<file path="src/rtl/lsu_pkg.sv">
// Shared types for the load/store unit: access sizes, FSM states, default address width.
package lsu_pkg;

  localparam int unsigned ADDR_W = 10;

  typedef enum logic [1:0] {
    SizeByte    = 2'b00,
    SizeHalf    = 2'b01,
    SizeWord    = 2'b10,
    SizeIllegal = 2'b11
  } lsu_size_e;

  typedef enum logic [1:0] {
    StIdle,
    StRead,
    StData,
    StWrite
  } lsu_state_e;

  // True when the access cannot be served: bad size or address not size-aligned.
  function automatic logic lsu_misaligned(input lsu_size_e size, input logic [1:0] lo);
    logic bad;
    unique case (size)
      SizeByte:    bad = 1'b0;
      SizeHalf:    bad = lo[0];
      SizeWord:    bad = (lo != 2'b00);
      SizeIllegal: bad = 1'b1;
      default:     bad = 1'b1;
    endcase
    return bad;
  endfunction

endpackage

</file>
<file path="src/rtl/lsu_lane_align.sv">
// Little-endian lane handling: load extraction/extension and sub-word store merge.
module lsu_lane_align
  import lsu_pkg::*;
(
  input  lsu_size_e   size,
  input  logic [1:0]  lane,
  input  logic        is_signed,
  input  logic [31:0] read_data,
  input  logic [15:0] store_data,
  output logic [31:0] load_ext,
  output logic [31:0] merged
);

  logic [7:0]  byte_sel;
  logic [15:0] half_sel;

  assign byte_sel = read_data[{lane, 3'b000} +: 8];
  assign half_sel = lane[1] ? read_data[31:16] : read_data[15:0];

  always_comb begin
    load_ext = read_data;
    merged   = read_data;
    unique case (size)
      SizeByte: begin
        load_ext = {{24{is_signed & byte_sel[7]}}, byte_sel};
        merged[{lane, 3'b000} +: 8] = store_data[7:0];
      end
      SizeHalf: begin
        load_ext = {{16{is_signed & half_sel[15]}}, half_sel};
        if (lane[1]) merged[31:16] = store_data;
        else         merged[15:0]  = store_data;
      end
      default: begin
        load_ext = read_data;
        merged   = read_data;
      end
    endcase
  end

endmodule

</file>
<file path="src/rtl/load_store_unit.sv">
// Single-request load/store unit in front of a registered-read word memory;
// sub-word stores are done as read-modify-write.
module load_store_unit #(
  parameter int unsigned ADDR_W = lsu_pkg::ADDR_W
) (
  input  logic              clk,
  input  logic              reset,
  input  logic              req_valid,
  input  logic              req_write,
  input  logic [1:0]        req_size,
  input  logic              req_signed,
  input  logic [ADDR_W+1:0] byte_addr,
  input  logic [31:0]       store_data,
  output logic              req_ready,
  output logic              load_valid,
  output logic [31:0]       load_data,
  output logic              store_done,
  output logic              addr_error,
  output logic              memwrite_enable,
  output logic              memread_enable,
  output logic [ADDR_W-1:0] address,
  output logic [31:0]       write_data,
  input  logic [31:0]       read_data
);

  import lsu_pkg::*;

  lsu_state_e        state_q, state_d;
  logic [ADDR_W-1:0] addr_q, addr_d;
  logic [1:0]        lane_q, lane_d;
  lsu_size_e         size_q, size_d;
  logic              signed_q, signed_d;
  logic              write_q, write_d;
  logic [31:0]       wdata_q, wdata_d;
  logic [31:0]       load_data_q, load_data_d;
  logic              load_valid_q, load_valid_d;
  logic              store_done_q, store_done_d;
  logic              addr_error_q, addr_error_d;

  logic [31:0] load_ext;
  logic [31:0] merged;
  lsu_size_e   req_size_e;

  assign req_size_e = lsu_size_e'(req_size);

  lsu_lane_align u_lane_align (
    .size       (size_q),
    .lane       (lane_q),
    .is_signed  (signed_q),
    .read_data  (read_data),
    .store_data (wdata_q[15:0]),
    .load_ext   (load_ext),
    .merged     (merged)
  );

  always_comb begin
    state_d      = state_q;
    addr_d       = addr_q;
    lane_d       = lane_q;
    size_d       = size_q;
    signed_d     = signed_q;
    write_d      = write_q;
    wdata_d      = wdata_q;
    load_data_d  = load_data_q;
    load_valid_d = 1'b0;
    store_done_d = 1'b0;
    addr_error_d = 1'b0;
    unique case (state_q)
      StIdle: begin
        if (req_valid) begin
          if (lsu_misaligned(req_size_e, byte_addr[1:0])) begin
            addr_error_d = 1'b1;
          end else begin
            addr_d   = byte_addr[ADDR_W+1:2];
            lane_d   = byte_addr[1:0];
            size_d   = req_size_e;
            signed_d = req_signed;
            write_d  = req_write;
            wdata_d  = store_data;
            // Only a full-word store can skip the read of the old word.
            state_d  = (req_write && req_size_e == SizeWord) ? StWrite : StRead;
          end
        end
      end
      StRead: state_d = StData;
      StData: begin
        if (write_q) begin
          wdata_d = merged;
          state_d = StWrite;
        end else begin
          load_data_d  = load_ext;
          load_valid_d = 1'b1;
          state_d      = StIdle;
        end
      end
      StWrite: begin
        store_done_d = 1'b1;
        state_d      = StIdle;
      end
      default: state_d = StIdle;
    endcase
  end

  always_ff @(posedge clk) begin
    if (reset) begin
      state_q      <= StIdle;
      addr_q       <= '0;
      lane_q       <= 2'b00;
      size_q       <= SizeByte;
      signed_q     <= 1'b0;
      write_q      <= 1'b0;
      wdata_q      <= '0;
      load_data_q  <= '0;
      load_valid_q <= 1'b0;
      store_done_q <= 1'b0;
      addr_error_q <= 1'b0;
    end else begin
      state_q      <= state_d;
      addr_q       <= addr_d;
      lane_q       <= lane_d;
      size_q       <= size_d;
      signed_q     <= signed_d;
      write_q      <= write_d;
      wdata_q      <= wdata_d;
      load_data_q  <= load_data_d;
      load_valid_q <= load_valid_d;
      store_done_q <= store_done_d;
      addr_error_q <= addr_error_d;
    end
  end

  // Enables are gated by reset directly so a reset in WRITE cancels the write edge.
  assign memread_enable  = (state_q == StRead)  && !reset;
  assign memwrite_enable = (state_q == StWrite) && !reset;
  assign req_ready       = (state_q == StIdle);
  assign address         = addr_q;
  assign write_data      = wdata_q;
  assign load_valid      = load_valid_q;
  assign load_data       = load_data_q;
  assign store_done      = store_done_q;
  assign addr_error      = addr_error_q;

endmodule
</file>
<file path="config.mk">
export PLATFORM = sky130hd
export DESIGN_NAME = load_store_unit
export DESIGN_NICKNAME = d
export VERILOG_FILES = /design/src/rtl/lsu_pkg.sv /design/src/rtl/lsu_lane_align.sv /design/src/rtl/load_store_unit.sv
export SDC_FILE = /design/constraint.sdc
export NUM_CORES = 1
export LEC_CHECK = 0
export CAP_MARGIN = 0
export CELL_PAD_IN_SITES_DETAIL_PLACEMENT = 0
export CELL_PAD_IN_SITES_GLOBAL_PLACEMENT = 1
export CORE_ASPECT_RATIO = 1.4
export CORE_MARGIN = 3
export CORE_UTILIZATION = 30
export DETAILED_ROUTE_END_ITERATION = 10
export PLACE_DENSITY = 0.83
export SLEW_MARGIN = 20
export SYNTH_ARGS = -nofsm -noshare
export SYNTH_HDL_FRONTEND = slang
export SYNTH_SLANG_ARGS = --single-unit
</file>
<file path="constraint.sdc">
create_clock -name clk -period 2.48 [get_ports clk]
set_clock_uncertainty 0.2 [all_clocks]
set_input_delay 0.744 -clock clk [delete_from_list [all_inputs] [get_ports clk]]
set_output_delay 0.744 -clock clk [all_outputs]
set_load 0.02 [all_outputs]
</file>
==> impl_metrics.tcl <==
set metrics [dict create \
    status "complete, no violations" \
    hold_ws_ns 0.258 \
    synth_ff_type "dfxtp_1" \
    critPathKind "in2reg" \
    setup_slack_ns 0.0399 \
    finalSetupViolCount 0 \
    tns_ns 0 \
    antenna_found_initial 0 \
    synth_area_leaders "dfxtp_1 (35%), nand2_1 (5.4%), a211oi_1 (4.1%)" \
    leakage_nw 2.66 \
    clockRootBuffer "clkbuf_16" \
    slowest_delay_ns 0.50 \
    worst_ep_arrival_time_ns 2.52 \
    firstDrtPassIters 5 \
    rows 54 \
    cts_buffers 9 \
    tightest_slew_ns 0.908 \
    crit_chain "clkdlybuf4s50_1 -> or3b_1 -> o211ai_2 -> nor3b_4 -> buf_12 -> a32o_1" \
    final_cell_count_no_fill 969 \
    syn_nets 688 \
    crit_path_max_fanout 17 \
    area_growth_pct 49.7 \
    fmax_mhz 410 \
    r2r-end "write_data[9]" \
    clk_latency_ns 0.34 \
    finalMaxSlewViolations 0 \
    initial_utilization 0.310 \
    wl_per_cell_microns 20.3 \
    cp.required_ns 2.56 \
    synthCells 600 \
    drtIter0Drc 411 \
    dieWidth_microns 114 \
    layout_commonest_cell "clkdlybuf4s50_1" \
    min_path_cells 2 \
    start_kind "primary input" \
    yosysUniqueCellTypes 60 \
    fp.coreArea_sq_mm 0.0158 \
    drv_cap 0 \
    gp_congestion 0.874 \
    grt_overflow 0 \
    reg2reg_slack_ns 0.15 \
    synth_edf_count 0 \
    die_area_sq_mm 0.0179 \
    yosysTopAreaCell "dfxtp_1" \
    grt_max_degree 79 \
    hold_viol 0 \
    ys_warn_count 0 \
    cts_tree "built" \
    cts.sinks 85 \
    hold_buffers 0 \
    dp_cells 953 \
    grt_pass1_wl_microns 29900 \
    min_to "address[4]" \
    vias 5344 \
    first_global_vias 5322 \
    clk_path_buf_depth 2 \
    min_path_type "reg2reg" \
    synth_top_area_share 0.347 \
    grt.total_usage 0.215 \
    cts_max_level 3 \
    yosysSeqAreaShare 0.347 \
    wl_microns 19600 \
    dp_slack_ns -0.294 \
    fin_crit_ns 2.44 \
    end_kind "flip-flop" \
    drc 0 \
    timing.final.crit_share 0.984 \
    power.density_mw_per_mm2 545 \
    final_util 0.465 \
    min_from "address[4]" \
    fin_nets 856 \
    layout_common_cells "clkdlybuf4s50_1 (156), dfxtp_1 (83), nand2_1 (71)" \
    vias_per_cell 5.51 \
    syn_area_sq_mm 0.00491 \
    antenna_cells 0 \
    ir_drop_mv 0.290 \
    rsz0062_at_grt "true" \
    relSlewSlack 0.395 \
    worstRegToRegCells 6 \
    hpwl_microns 14800 \
    r2r-start "lane_q[1]" \
    async_flop_share 0 \
    path_clk_slew_ns 0.07 \
    drive_gt1_frac 0.140 \
    ant_nets 0 \
    port_buffers 162 \
    top_level_ports 163 \
    postSynthAreaPerCell_sq_um 8.18 \
    cp_slowest_cell "clkdlybuf4s50_1" \
    ys_seq_elements 85 \
    die_h_microns 157 \
]
synthesized netlist by cell type (all sizes together) (2+ instances only):
| cell | number |
|---|---|
| o211ai | 14 |
| a211o | 8 |
| nor3 | 26 |
| nor2b | 16 |
| nor3b | 14 |
| mux2 | 7 |
| a2111oi | 6 |
| o21ai | 10 |
| o21bai | 3 |
| a22o | 3 |
| or3b | 3 |
| buf | 23 |
| nor2 | 52 |
| clkbuf | 33 |
| dfxtp | 85 |
| a21oi | 41 |
| and3b | 8 |
| o22ai | 2 |
| ha | 5 |
| a211oi | 27 |
| a21o | 3 |
| nand2 | 71 |
| a22oi | 4 |
| a31oi | 10 |
| inv | 29 |
| o32a | 8 |
| nand3 | 3 |
| or3 | 2 |
| a222oi | 8 |
| o221ai | 2 |
| mux2i | 6 |
| a221oi | 5 |
| o31ai | 8 |
| a32o | 15 |
| o221a | 7 |
| nand2b | 20 |
power breakdown:
| group | leakage, nW | internal [mW] | switching [mW] |
|---|---|---|---|
| combinational | 1.81 | 0.476 | 0.511 |
| clock | 0.163 | 0.901 | 0.612 |
| sequential | 0.694 | 1.44 | 0.0645 |
| total | 2.66 | 2.82 | 1.19 |
routing by layer:
metal | wire length, microns | share of wire | vias up | track usage
li1 | - | - | 2548 | -
met1 | 7930 | 0.40 | 2512 | 0.264
met2 | 9340 | 0.48 | 228 | 0.355
met3 | 1260 | 0.064 | 56 | 0.0369
met4 | 1120 | 0.057 | 0 | 0.123
met5 | 0 | 0 | - | 0
registers in the layout (all words and copies together) (netlist names):
name / cells
addr_error: 1
write_data: 32
store_done: 1
lane_q: 2
load_valid: 1
size_q: 2
write_q: 1
state_q: 2
load_data: 32
signed_q: 1
address: 10
critical path, delay by kind of cell:
kind	cells	cell delay, ns
AOI/OAI and AO/OA	2	0.43
buffers and inverters	2	0.68
and+or+nand+nor	2	0.66
through the flow:
step           total power, mW  area [sq um]
6_report                  4.01          7350
3_3_place_gp              2.50          7010
4_1_cts                   4.04          7340
3_5_place_dp              2.52          7010
2_1_floorplan             2.01          4930
5_1_grt                   4.17          7350
worst max-delay path by stage:
stage	startpoint	to	slack, ns	cells past startpoint
after floorplan	reset	memread_enable	-0.06	4
after global placement	req_valid	write_data[28]	-0.22	6
after detailed placement	req_valid	write_data[28]	-0.29	6
after CTS	write_data[0]	write_data[0]	0.02	1
after global routing	req_valid	write_data[19]	-0.009	6
final	req_valid	write_data[19]	0.04	6
cell type report:
type / instances / area, sq um
Multi-Input combinational cell: 430 / 2870
Clock buffer: 9 / 225
Clock inverter: 7 / 106
Timing Repair Buffer: 213 / 2080
Fill cell: 1576 / 8460
Tap cell: 196 / 245
Sequential cell: 85 / 1700
Inverter: 29 / 109
timing repair:
| action | CTS | global route |
|---|---|---|
| setup endpoints to repair | 4 | 11 |
| gates cloned | 0 | 0 |
| resized for setup | 4 | 5 |
| setup buffers | 0 | 0 |
logic make-up after synthesis:
kind of cell | Yosys count | share of synthesized area
AO/OA/AOI/OAI | 190 | 0.308
adder cells (fa/ha/maj) | 5 | 0.0127
buffers and inverters | 85 | 0.0744
flip-flops | 85 | 0.347
multiplexers | 13 | 0.0283
AND/OR/NAND/NOR | 222 | 0.229
Power figures use the tool's default switching activity.
==> edit 1, RTL diff (config.mk and constraints unchanged) <==
The output `addr_error` loses its register stage (`addr_error_q` becomes a continuous assignment).
--- a/src/rtl/load_store_unit.sv
+++ b/src/rtl/load_store_unit.sv
@@ -114,5 +114,4 @@
       load_valid_q <= 1'b0;
       store_done_q <= 1'b0;
-      addr_error_q <= 1'b0;
     end else begin
       state_q      <= state_d;
@@ -126,7 +125,8 @@
       load_valid_q <= load_valid_d;
       store_done_q <= store_done_d;
-      addr_error_q <= addr_error_d;
     end
   end
+
+  assign addr_error_q = addr_error_d;
 
   // Enables are gated by reset directly so a reset in WRITE cancels the write edge.
Formal check against the unedited RTL: not equivalent (a bounded check fails within 4 cycles, from zero or initial values and one cycle with reset high).
==> edit 1 against the original RTL <==
Global-route usage decreased by 0.82 points. Largest power group unchanged. Setup slack improved by 0.021 ns. Synthesized area decreased by 4.1%. Wire length decreased by 5.6%. Sequential cell count decreased by 1. Power decreased by 5.0%. Design area decreased by 1.2%.
==> edit 1: results (changes against the original RTL) <==
Yosys:
- The number of distinct library cell variants in the gate-level netlist after synthesis was 54 (-10%).
- By count the netlist is led by 84 x dfxtp_1, 64 x nor2_1, 39 x nand2_1.
- The register area share after synthesis is 0.357 (+0.0107).
- The net count after synthesis came to 627 (-8.9%).
- Sorting the synthesized cells by area gives the leading types as dfxtp_1 36%, nor2_1 5.1%, mux2i_1 4.5%.

Worst setup path:
- The maximum net fanout on the critical path is 2 (-15).
- The worst reg-to-reg path cell count is 7 (+1).
- The slowest stage of the critical path is the or3b_4 cell.
- The capture point of the worst reg-to-reg path is write_data[23]$_SDFFE_PP0P_.
- The signal arrival time at the worst endpoint is 1.47 ns (-1.05 ns).

Run status:
- The run finished with clean final reports.

Power:
- The leakage dissipation is 2.65 nW (-0.74%).
- The highest ir drop seen on vdd came to 233 uV (-20%).
- The internal cell power is 2.72 mW (-3.6%).

Hold path:
- The sink of the worst hold path is write_data[21]$_SDFFE_PP0P_.
- The number of cells traversed by the worst hold path is 1 (-1).

Place:
- The detailed placer's ending HPWL is 14200 um (-4.1%).
- The final estimated routing congestion in global placement is 0.909 (+3.9%).
- The post-placement setup slack is -0.797 ns (-0.503 ns).

Global routing:
- The number of antenna violations at the first check in global routing came to 1 (+1).
- The pin count of the biggest net entering global routing is 73 (-7.6%).
- The total routing usage reported by global routing is 0.207 (-0.00815).

Final layout:
- The final net count is 816 (-4.7%).
- The share of cells above drive strength 1 is 0.171 (+0.0310).

Detailed routing:
- The average wire length per cell after detail routing was 20.0 um (-1.1%).

Floorplanning:
- The core area is 0.0152 mm^2 (-3.9%).
[edit 1: cell types whose count changed after synthesis, moves of 9 or more]
cell and delta:
a21oi_1 -11, nor2_1 +12, mux2i_1 +15, nor2b_1 -11, o21a_1 +9, nor3_1 -14
a22oi_1 +16, o21ai_0 -9, inv_1 -15, nand2_1 -32
[edit 1: kinds of logic after synthesis]
logic type | synth area share
simple gates | 0.200
compound gates | 0.305
flops | 0.357
buf+inv | 0.0625
mux | 0.0614
fa+ha+maj | 0.0133
[edit 1: layer usage]
layer  up-vias  global-route usage  routed length, um
met3        40              0.0200                922
li1       2413                   -                  -
met1      2461               0.243               7320
met4         0              0.0933                650
met2       190               0.379               9640
met5         -                   0                  0
[edit 1: worst max-delay path by stage]
stage                                             end  slack, ns  depth (start not counted)
after floorplan           write_data[29]$_SDFFE_PP0P_      -0.10                          8
after global placement                     addr_error      -0.78                          4
after detailed placement                   addr_error      -0.80                          4
after CTS                                  addr_error      -0.15                          5
after global routing                  memwrite_enable      0.005                          3
final                                      addr_error       0.06                          4
[edit 1: power by group through the flow]
stage	sequential, mW	combinational, mW	clock [mW]
after global routing	1.49	1.05	1.42
final	1.49	0.984	1.34
after detailed placement	1.51	0.953	0
after floorplan	1.59	0.384	0
after CTS	1.49	0.977	1.37
after global placement	1.51	0.939	0
[edit 1: area by class of cell]
class / count / area, um^2 / share of cell area
diodes: 1 / 2.50 / 0.000345
clock buffers: 11 / 243 / 0.0334
clock inverters: 4 / 50.0 / 0.00689
inverters: 14 / 52.6 / 0.00724
multi-input cells: 393 / 2780 / 0.383
flip-flops and latches: 84 / 1680 / 0.232
well taps: 192 / 240 / 0.0331
repair buffers: 226 / 2210 / 0.304
[edit 1: critical path, delay by kind of cell]
kind,cells,cell delay (ns)
buf+inv,2,0.24
simple gates,2,0.49
[edit 1: metrics by stage]
| step | hold slack [ns] | cells | instance area (um^2) |
|---|---|---|---|
| CTS | 0.269 | 924 | 7230 |
| detailed placement | 0.256 | 904 | 6850 |
| global route | 0.274 | 925 | 7260 |
| finish | 0.267 | 925 | 7260 |
| global placement | 0.249 | 904 | 6850 |
| floorplan | 0.332 | 539 | 4730 |
[edit 1: repair_timing]
action / CTS / global route
resized for setup: 18 / 15
hold endpoints to repair: 0 / 0
gates cloned: 2 / 0
endpoints found under the setup margin: 47 / 31
buffers inserted: 3 / 0
pin swaps: 3 / 3
==> edit 2, RTL diff (same flow settings) <==
Made on the original files. The package constant `ADDR_W` goes from 10 to 9.
--- a/src/rtl/lsu_pkg.sv
+++ b/src/rtl/lsu_pkg.sv
@@ -2,5 +2,5 @@
 package lsu_pkg;
 
-  localparam int unsigned ADDR_W = 10;
+  localparam int unsigned ADDR_W = 9;
 
   typedef enum logic [1:0] {
Interface: changed (resized address and byte_addr); port bits go from 163 to 161. No check against the original RTL was run, so the function may have changed too.
==> edit 2 against the original RTL <==
Wire length is 3.9% lower. Power is 2.1% higher. Synthesized area is 2.2% lower. Sequential cell count is 1 lower. Sequential share of layout area is 0.45 points higher. Setup slack better by 0.013 ns. Global-route usage is 0.70 points lower. Combinational power is 9% higher. Synthesized cell count is 1.7% lower. Die area is 2.1% lower. Design area is 3.1% lower. Critical path depth is 2 lower. Critical path type is now in -> out. Largest cell class unchanged.
==> edit 2: results (changes against the original RTL) <==
Final layout:
- The multi-input combinational cell area is 0.00283 mm^2 (-1.7%).
- The antenna diode instance count is 0 (unchanged).
- The share of cells above drive strength 1 is 0.135 (-0.00462).
- The final net count is 838 (-2.1%).
- The fill cell total of the finished layout is 1506 (-4.4%).

Clock tree:
- The tree is rooted in a clkbuf_16.
- Clock-pin slew was measured on the worst setup and hold paths at 0.06 ns.
- The number of levels in the clock H-tree is 3 (unchanged).
- The number of buffers on the longest clock path was 2 (unchanged).

Global routing:
- The pin count of the biggest net entering global routing was 47 (-41%).
- The met2 layer usage reported by global route is 0.369 (+0.0141).
- The met1 usage is 0.251 (-0.0130).
- The first-pass GRT wire length is 29100 um (-2.9%).
- The total routing usage reported by global routing is 0.208 (-0.00695).
- The met3 capacity usage during global routing was 0.0295 (-0.00743).

Hold path:
- In this run the most critical hold path is launched from address[7]$_SDFFE_PP0P_.
- The sink of the worst hold path is address[7]$_SDFFE_PP0P_.

Detailed routing:
- The length of the first detailed-routing pass in iterations is 7 (+2).
- The routed wire length is 18900 um (-3.9%).
- The first-iteration detailed-routing DRC count is 473 (+15%).
- The average wire length per cell after detail routing came to 19.9 um (-2.0%).
- The number of vias after detailed routing is 5306 (-0.71%).

Yosys:
- The register area share after synthesis is 0.350 (+0.00351).
- After synthesis, the cell types taking the most area are dfxtp_1 35%, a21oi_1 7.3%, nand2_1 6.3%.
- The multiplexer area fraction after synthesis is 0.0394 (+0.0111).
- The number of distinct library cell variants in the gate-level netlist after synthesis is 58 (-3.3%).
- The net count after synthesis came to 677 (-1.6%).
- The post-synthesis compound-gate area fraction is 0.315 (+0.00631).
- Sorting the synthesized cells by how often they occur yields 84 x dfxtp_1, 80 x nand2_1, 70 x a21oi_1.
- The total of warnings raised by yosys came to 0 (unchanged).
- The post-synthesis adder-cell area fraction came to 0.0130 (+0.000282).
- The post-synthesis instance total is 590 (-1.7%).

STA:
- The relative max-transition margin is 0.615 (+0.220).
- The worst hold margin was 0.255 ns (-0.00313 ns).

Worst setup path:
- The worst reg-to-reg path cell count was 7 (+1).
- The longest individual stage delay on the worst path came to 0.31 ns (-0.19 ns).
- The largest individual stage delay along the critical path comes from the cell dlygate4sd2_1.
- The maximum net fanout on the critical path is 2 (-15).
- The critical path ends at memwrite_enable.
- The signal arrival time at the worst endpoint came to 1.48 ns (-1.04 ns).
- In this run the critical register-to-register path is captured at write_data[17]$_SDFFE_PP0P_.
- The startpoint of the worst setup timing path is reset.

Place:
- The instance area after placement is 0.00679 mm^2 (-3.1%).
- The final estimated routing congestion in global placement is 0.893 (+2.1%).
- The detailed placer's ending HPWL is 14400 um (-2.5%).
- The number of port buffers is 160 (-1.2%).
- The cell count after placement is 936 (-1.8%).
- The post-placement setup slack came to -0.708 ns (-0.414 ns).

Power:
- The leakage dissipation came to 2.61 nW (-2.0%).
- The highest ir drop seen on vdd is 347 uV (+20%).

Run status:
- The run finished with clean final reports.
edit 2: layout make-up:
class | instances | area share
inverter | 6 | 0.00316
timing repair buffer | 207 | 0.284
tap | 196 | 0.0344
clock buffer | 11 | 0.0355
multi-input combinational | 443 | 0.397
clock inverter | 4 | 0.0102
sequential | 84 | 0.236
edit 2: repair_timing:
action / in CTS / in global routing
setup endpoints to repair: 4 / 5
setup buffers: 0 / 0
cloned: 0 / 0
resized for setup: 10 / 5
hold endpoints to repair: 0 / 0
edit 2: per-layer routing:
metal	wire, um	share of wire	up-vias
li1	-	-	2519
met1	7560	0.40	2515
met2	9620	0.51	239
met3	1100	0.058	33
met4	602	0.032	0
met5	0	0	-
edit 2: power by group:
part	switching (mW)	leakage, nW	internal (mW)
registers	0.0873	0.686	1.45
logic	0.568	1.77	0.515
clock network	0.544	0.158	0.930
edit 2: worst max-delay path, delay by kind of cell:
family | cells | cell delay [ns]
buffers and inverters | 3 | 0.55
AND/OR/NAND/NOR | 1 | 0.18
